## config.mk

```make
export PLATFORM = sky130hd
export DESIGN_NAME = systolic_skew_feeder_flat
export DESIGN_NICKNAME = d
export VERILOG_FILES = /design/src/rtl/systolic_skew_feeder_if.sv /design/src/rtl/systolic_skew_feeder.sv /design/src/flat_wrapper.sv
export SDC_FILE = /design/constraint.sdc
export NUM_CORES = 1
export LEC_CHECK = 0
export ABC_CLOCK_PERIOD_IN_PS = 2200
export BUFFER_PORTS_ARGS = -buffer_cell sky130_fd_sc_hd__buf_2
export CAP_MARGIN = 20
export CORE_MARGIN = 8
export CORE_UTILIZATION = 30
export CTS_CLUSTER_SIZE = 40
export DETAILED_ROUTE_END_ITERATION = 6
export PLACE_DENSITY = 0.56
export SLEW_MARGIN = 20
export SYNTH_ARGS = -nofsm -noshare
export SYNTH_HDL_FRONTEND = slang
export SYNTH_SLANG_ARGS = --single-unit
export TNS_END_PERCENT = 30
```

## constraint.sdc

```tcl
create_clock -name clk -period 2.2 [get_ports clk]
set_clock_uncertainty 0.2 [all_clocks]
set_input_delay 0.33 -clock clk [delete_from_list [all_inputs] [get_ports clk]]
set_output_delay 0.33 -clock clk [all_outputs]
set_load 0.02 [all_outputs]
```

## src/rtl/systolic_skew_feeder_if.sv

```systemverilog
// systolic_skew_feeder_if: operand beat bus (in_valid/in_ready handshake carrying one A column and one B row)
interface systolic_skew_feeder_if #(
  parameter int SIZE = 8,
  parameter int DATA_WIDTH = 8
);
  logic in_valid;
  logic in_ready;
  logic [SIZE*DATA_WIDTH-1:0] a_col;
  logic [SIZE*DATA_WIDTH-1:0] b_row;
  modport master(output in_valid, a_col, b_row, input in_ready);
  modport slave(input in_valid, a_col, b_row, output in_ready);
endinterface

```

## src/rtl/systolic_skew_feeder.sv

```systemverilog
// systolic_skew_feeder: skews A/B beats (bus) into a SIZE x SIZE systolic array and sequences arr_en/arr_clr/busy/done (clk, rst active-low async, start, k_len)
module systolic_skew_feeder #(
  parameter int SIZE = 8,
  parameter int DATA_WIDTH = 8,
  parameter int MAX_K = 16,
  parameter int PE_LATENCY = 1
) (
  input  logic                         clk,
  input  logic                         rst,
  input  logic                         start,
  input  logic [$clog2(MAX_K):0]       k_len,
  systolic_skew_feeder_if.slave        bus,
  output logic [SIZE*DATA_WIDTH-1:0]   a_skew,
  output logic [SIZE*DATA_WIDTH-1:0]   b_skew,
  output logic                         arr_en,
  output logic                         arr_clr,
  output logic                         busy,
  output logic                         done
);
  localparam int DRAIN_CYC = 3*SIZE-3+PE_LATENCY;
  localparam int KW = $clog2(MAX_K)+1;
  localparam int CW = $clog2((DRAIN_CYC > MAX_K ? DRAIN_CYC : MAX_K) + 1);
  typedef enum logic [1:0] {IDLE, LOAD, DRAIN, DONE} state_t;
  state_t state_q, state_d;
  logic [CW-1:0] cnt_q, cnt_d, k_q, k_d;
  logic [KW-1:0] k_clamp;
  assign k_clamp = k_len > KW'(MAX_K) ? KW'(MAX_K) : k_len;
  assign bus.in_ready = state_q == LOAD;
  assign busy = state_q == LOAD || state_q == DRAIN;
  assign done = state_q == DONE;
  assign arr_en = (state_q == LOAD && bus.in_valid) || state_q == DRAIN;
  assign arr_clr = rst && state_q == IDLE && start;
  always_comb begin
    state_d = state_q;
    cnt_d = cnt_q;
    k_d = k_q;
    case (state_q)
      IDLE: if (start) begin
        k_d = CW'(k_clamp);
        cnt_d = '0;
        state_d = k_clamp == '0 ? DONE : LOAD;
      end
      LOAD: if (bus.in_valid) begin
        cnt_d = cnt_q + CW'(1);
        if (cnt_d == k_q) begin
          state_d = DRAIN;
          cnt_d = CW'(DRAIN_CYC);
        end
      end
      DRAIN: begin
        cnt_d = cnt_q - CW'(1);
        state_d = cnt_q == CW'(1) ? DONE : DRAIN;
      end
      default: state_d = IDLE;
    endcase
  end
  always_ff @(posedge clk or negedge rst)
    if (!rst) begin
      state_q <= IDLE;
      cnt_q <= '0;
      k_q <= '0;
    end else begin
      state_q <= state_d;
      cnt_q <= cnt_d;
      k_q <= k_d;
    end
  for (genvar g = 0; g < SIZE; g++) begin : lane
    logic [DATA_WIDTH-1:0] a_q [g+1];
    logic [DATA_WIDTH-1:0] a_d [g+1];
    logic [DATA_WIDTH-1:0] b_q [g+1];
    logic [DATA_WIDTH-1:0] b_d [g+1];
    always_comb begin
      a_d = a_q;
      b_d = b_q;
      if (arr_en) begin
        a_d[0] = state_q == LOAD ? bus.a_col[g*DATA_WIDTH +: DATA_WIDTH] : '0;
        b_d[0] = state_q == LOAD ? bus.b_row[g*DATA_WIDTH +: DATA_WIDTH] : '0;
        for (int s = 1; s <= g; s++) begin
          a_d[s] = a_q[s-1];
          b_d[s] = b_q[s-1];
        end
      end
    end
    always_ff @(posedge clk or negedge rst)
      if (!rst) begin
        a_q <= '{default: '0};
        b_q <= '{default: '0};
      end else begin
        a_q <= a_d;
        b_q <= b_d;
      end
    assign a_skew[g*DATA_WIDTH +: DATA_WIDTH] = a_q[g];
    assign b_skew[g*DATA_WIDTH +: DATA_WIDTH] = b_q[g];
  end
endmodule

```

## src/flat_wrapper.sv

```systemverilog
// flat-port wrapper written by rule: the top's interface ports become plain ports
module systolic_skew_feeder_flat 
#(
  parameter int SIZE = 8,
  parameter int DATA_WIDTH = 8,
  parameter int MAX_K = 16,
  parameter int PE_LATENCY = 1
)
  (clk, rst, start, k_len, a_skew, b_skew, arr_en, arr_clr, busy, done, bus_in_valid, bus_a_col, bus_b_row, bus_in_ready);
  systolic_skew_feeder_if #(.SIZE(SIZE), .DATA_WIDTH(DATA_WIDTH)) bus_i ();
  input  logic clk;
  input  logic rst;
  input  logic start;
  input  logic [$clog2(MAX_K):0] k_len;
  output logic [SIZE*DATA_WIDTH-1:0] a_skew;
  output logic [SIZE*DATA_WIDTH-1:0] b_skew;
  output logic arr_en;
  output logic arr_clr;
  output logic busy;
  output logic done;
  input wire logic [$bits(bus_i.in_valid)-1:0] bus_in_valid;
  input wire logic [$bits(bus_i.a_col)-1:0] bus_a_col;
  input wire logic [$bits(bus_i.b_row)-1:0] bus_b_row;
  output wire logic [$bits(bus_i.in_ready)-1:0] bus_in_ready;
  assign bus_i.in_valid = bus_in_valid;
  assign bus_i.a_col = bus_a_col;
  assign bus_i.b_row = bus_b_row;
  assign bus_in_ready = bus_i.in_ready;
  systolic_skew_feeder #(.SIZE(SIZE), .DATA_WIDTH(DATA_WIDTH), .MAX_K(MAX_K), .PE_LATENCY(PE_LATENCY)) u_core (.clk(clk), .rst(rst), .start(start), .k_len(k_len), .bus(bus_i), .a_skew(a_skew), .b_skew(b_skew), .arr_en(arr_en), .arr_clr(arr_clr), .busy(busy), .done(done));
endmodule
```

==> metrics <==
Initial Utilization a little under a third; Place WS 67.34 ps; DR vias/cell around 4.2; DR pass1 iterations 5; HP Class in -> reg; # clock sinks ~590; Setup crit start kind register; Post-synth EDFFs 0; multi-input logic area between 0.007 and 0.008 mm²; top cells by area, synth dfrtp_1 63%, nand2_1 26%, buf_4 3.6%; TritonCTS clock tree yes; Mean Syn Cell Area about 8.8 µm²; RSZ-0062 raised after global routing true; ratio of cells with drive above 1 in the final layout about 16%; Worst Path Required 1670 ps; Setup violations, final 3; Cells after Synth 2666; worst hold path depth 3; Pleak between 15 and 20 nW; dominant synthesized flop cell dfrtp_1; via count between 15000 and 20000; Seq cells post-synth between 500 and 600; worst skew pair latency 600 ps; failing checks negative hold slack, negative setup slack; Iter 0 DRT Violations between 1000 and 1500; HP Start start; initial antenna violation count 9; Die X ~300 µm; FF/Latch Area about 0.015 mm²; Peak VDD IR 0.7664 mV; sequential fraction of the synthesis area about 63%; Crit Reg-Reg Endpoint u_core.cnt_q[0]; Remaining Overflow, GRT 0; largest net degree at the start of global routing about 110; Syn Nets between 2000 and 3000; Reg2Reg Launch Point u_core.state_q[1]; Max Root-Sink Buffers 3; Post-Route WL approximately 53000 µm; crit path kind reg -> out; Synth top cells by count 1614 x nand2_1, 588 x dfrtp_1, 131 x nand3_1; core box area a little under 0.08 mm²; count leader, synth nand2_1; Chip Height between 200 and 300 µm; GP Congestion ~0.76; drc violations 0; die area 0.08745 mm²; clock period minus worst slack 2293 ps; Area Overhead vs Synth 26.34%; r2r setup slk approximately 80 ps; Yosys warning count 0; period utilisation layout 104.2%; asr flop ratio synth 100.0%; placed cell count roughly 3800; Worst-path clk slew around 60 ps; outcome complete, but fails checks; TritonCTS Buffers 70; Slew @ Worst Pin between 900 and 1000 ps; Mapped Area around 0.023 mm²; Tot GR Track Use between 10% and 20%; Critical Path End Type output pin; first-pass GRT wire length between 80000 and 90000 µm; Worst Path Max Fanout 4; hpwl dp between 30000 and 40000 µm; CTS root buf clkbuf_16; DRT antenna net count 0; slew margin rel. approximately a third; Cell variety after synth 36; DR WL/cell 13.07 µm; highest clock rate about 0.44 GHz; setup TNS -202.5 ps; max-cap viol count 0; power per cell area 1412 mW/mm²; Row Count just over 100; Hold Worst Slack -12.40 ps; R2R cell count 9; I/O pin count 270; Synth area leader dfrtp_1; Synth top area share a little over three fifths; Layout Cells excl Fill between 4000 and 5000; Hold Vio Cnt, Final 2; final worst setup slack -92.83 ps; Hold EP u_core.k_q[3]; PortBufs 269; # nets final roughly 3100; Filler cells around 7900; number of global-route vias before repair 16976; fin. max-slew vios 0; worst path arrival time ~1800 ps; CTS H-tree lvls 3
-- cell usage in the layout (no fill, tap or decap), types with 2 or more instances in the layout --
master / n
a21oi_1: 4
a21oi_4: 2
a22oi_1: 2
a31oi_1: 2
and3_4: 2
buf_12: 42
buf_2: 266
buf_4: 35
buf_6: 3
buf_8: 3
bufinv_16: 4
clkbuf_1: 13
clkbuf_16: 71
clkbuf_8: 22
clkinv_2: 7
clkinv_4: 4
clkinv_8: 2
dfrtp_1: 587
diode_2: 8
dlygate4sd3_1: 140
ha_1: 4
ha_2: 3
inv_1: 9
inv_2: 2
inv_6: 2
mux2_4: 2
nand2_1: 1613
nand3_1: 131
nor2_1: 8
nor2_2: 2
nor3_1: 2
o21ai_0: 9
xnor2_1: 5
xor2_1: 3
-- state kept, by name, indices dropped and copies added, names as in the netlist --
register	cells
u_core.a_skew	56
u_core.b_skew	56
u_core.cnt_q	5
u_core.k_q	5
u_core.lane.a_q	232
u_core.lane.b_q	232
u_core.state_q	2
-- stage by stage --
step	total power, mW	util (%)	hold slack [ps]	cell area, µm²
floorplan	25.54	-	-165.6	23480
global placement	30.07	33.24	15.88	25750
detailed placement	30.30	33.24	13.68	25750
CTS	42.66	38.21	15.00	29600
global route	45.05	38.27	4.394	29650
finish	41.88	38.28	-12.40	29650
-- how the worst max path moves through the flow --
stage,end,slack [ps],start,cells past startpoint
final,arr_en,-90,u_core.state_q[1],6
after floorplan,arr_en,20,u_core.state_q[1],8
after global routing,arr_en,-180,u_core.state_q[1],6
after CTS,arr_en,-170,u_core.state_q[1],6
after detailed placement,u_core.state_q[1],70,u_core.cnt_q[1],7
after global placement,u_core.state_q[1],90,u_core.cnt_q[1],7
-- cell families after synthesis --
logic type / after synthesis / synth area share [%]
AND/OR/NAND/NOR: 1764 / 29.08
flip-flops: 588 / 62.69
buffers and inverters: 269 / 6.509
AO/OA/AOI/OAI: 25 / 0.6983
XOR/XNOR: 10 / 0.4691
adder cells (fa/ha/maj): 8 / 0.4265
multiplexers: 2 / 0.1279
-- power breakdown --
group          internal [mW]  leakage (nW)  switching [mW]
combinational           4.89          7.45            9.14
sequential              14.4          8.00            1.78
clock                   7.17          1.17            4.54
total                   26.4          16.6            15.5
-- critical path, cell delays in order (launching register included) --
cell and delay [ps]:
dfrtp_1 420, inv_2 80, ha_4 180, a21oi_4 200, inv_8 50, buf_12 130
buf_8 120
-- cell type report --
| cell class | count | share of cell area (%) |
|---|---|---|
| sequential | 588 | 49.62 |
| clock inverter | 20 | 0.8354 |
| timing repair buffer | 489 | 13.20 |
| multi-input combinational | 1809 | 24.53 |
| inverter | 12 | 0.1772 |
| clock buffer | 106 | 7.177 |
| tap | 1040 | 4.388 |
| antenna | 8 | 0.06751 |
-- what timing repair did --
| action | CTS | global route |
|---|---|---|
| resized for setup | 9 | 10 |
| setup buffers | 7 | 0 |
| setup endpoints to repair | 4 | 19 |
| hold buffers | 140 | 0 |
| hold endpoints to repair | 500 | 0 |
| pin swaps | 2 | 3 |
-- routing by layer --
layer	part of all wire (%)	vias to the layer above	global-route usage, %
met4	3.1	4	4.395
met5	0.051	-	0
met1	45	8075	15.94
met3	5.7	111	3.188
met2	46	293	19.51
li1	-	8688	-
Power figures use the tool's default switching activity.
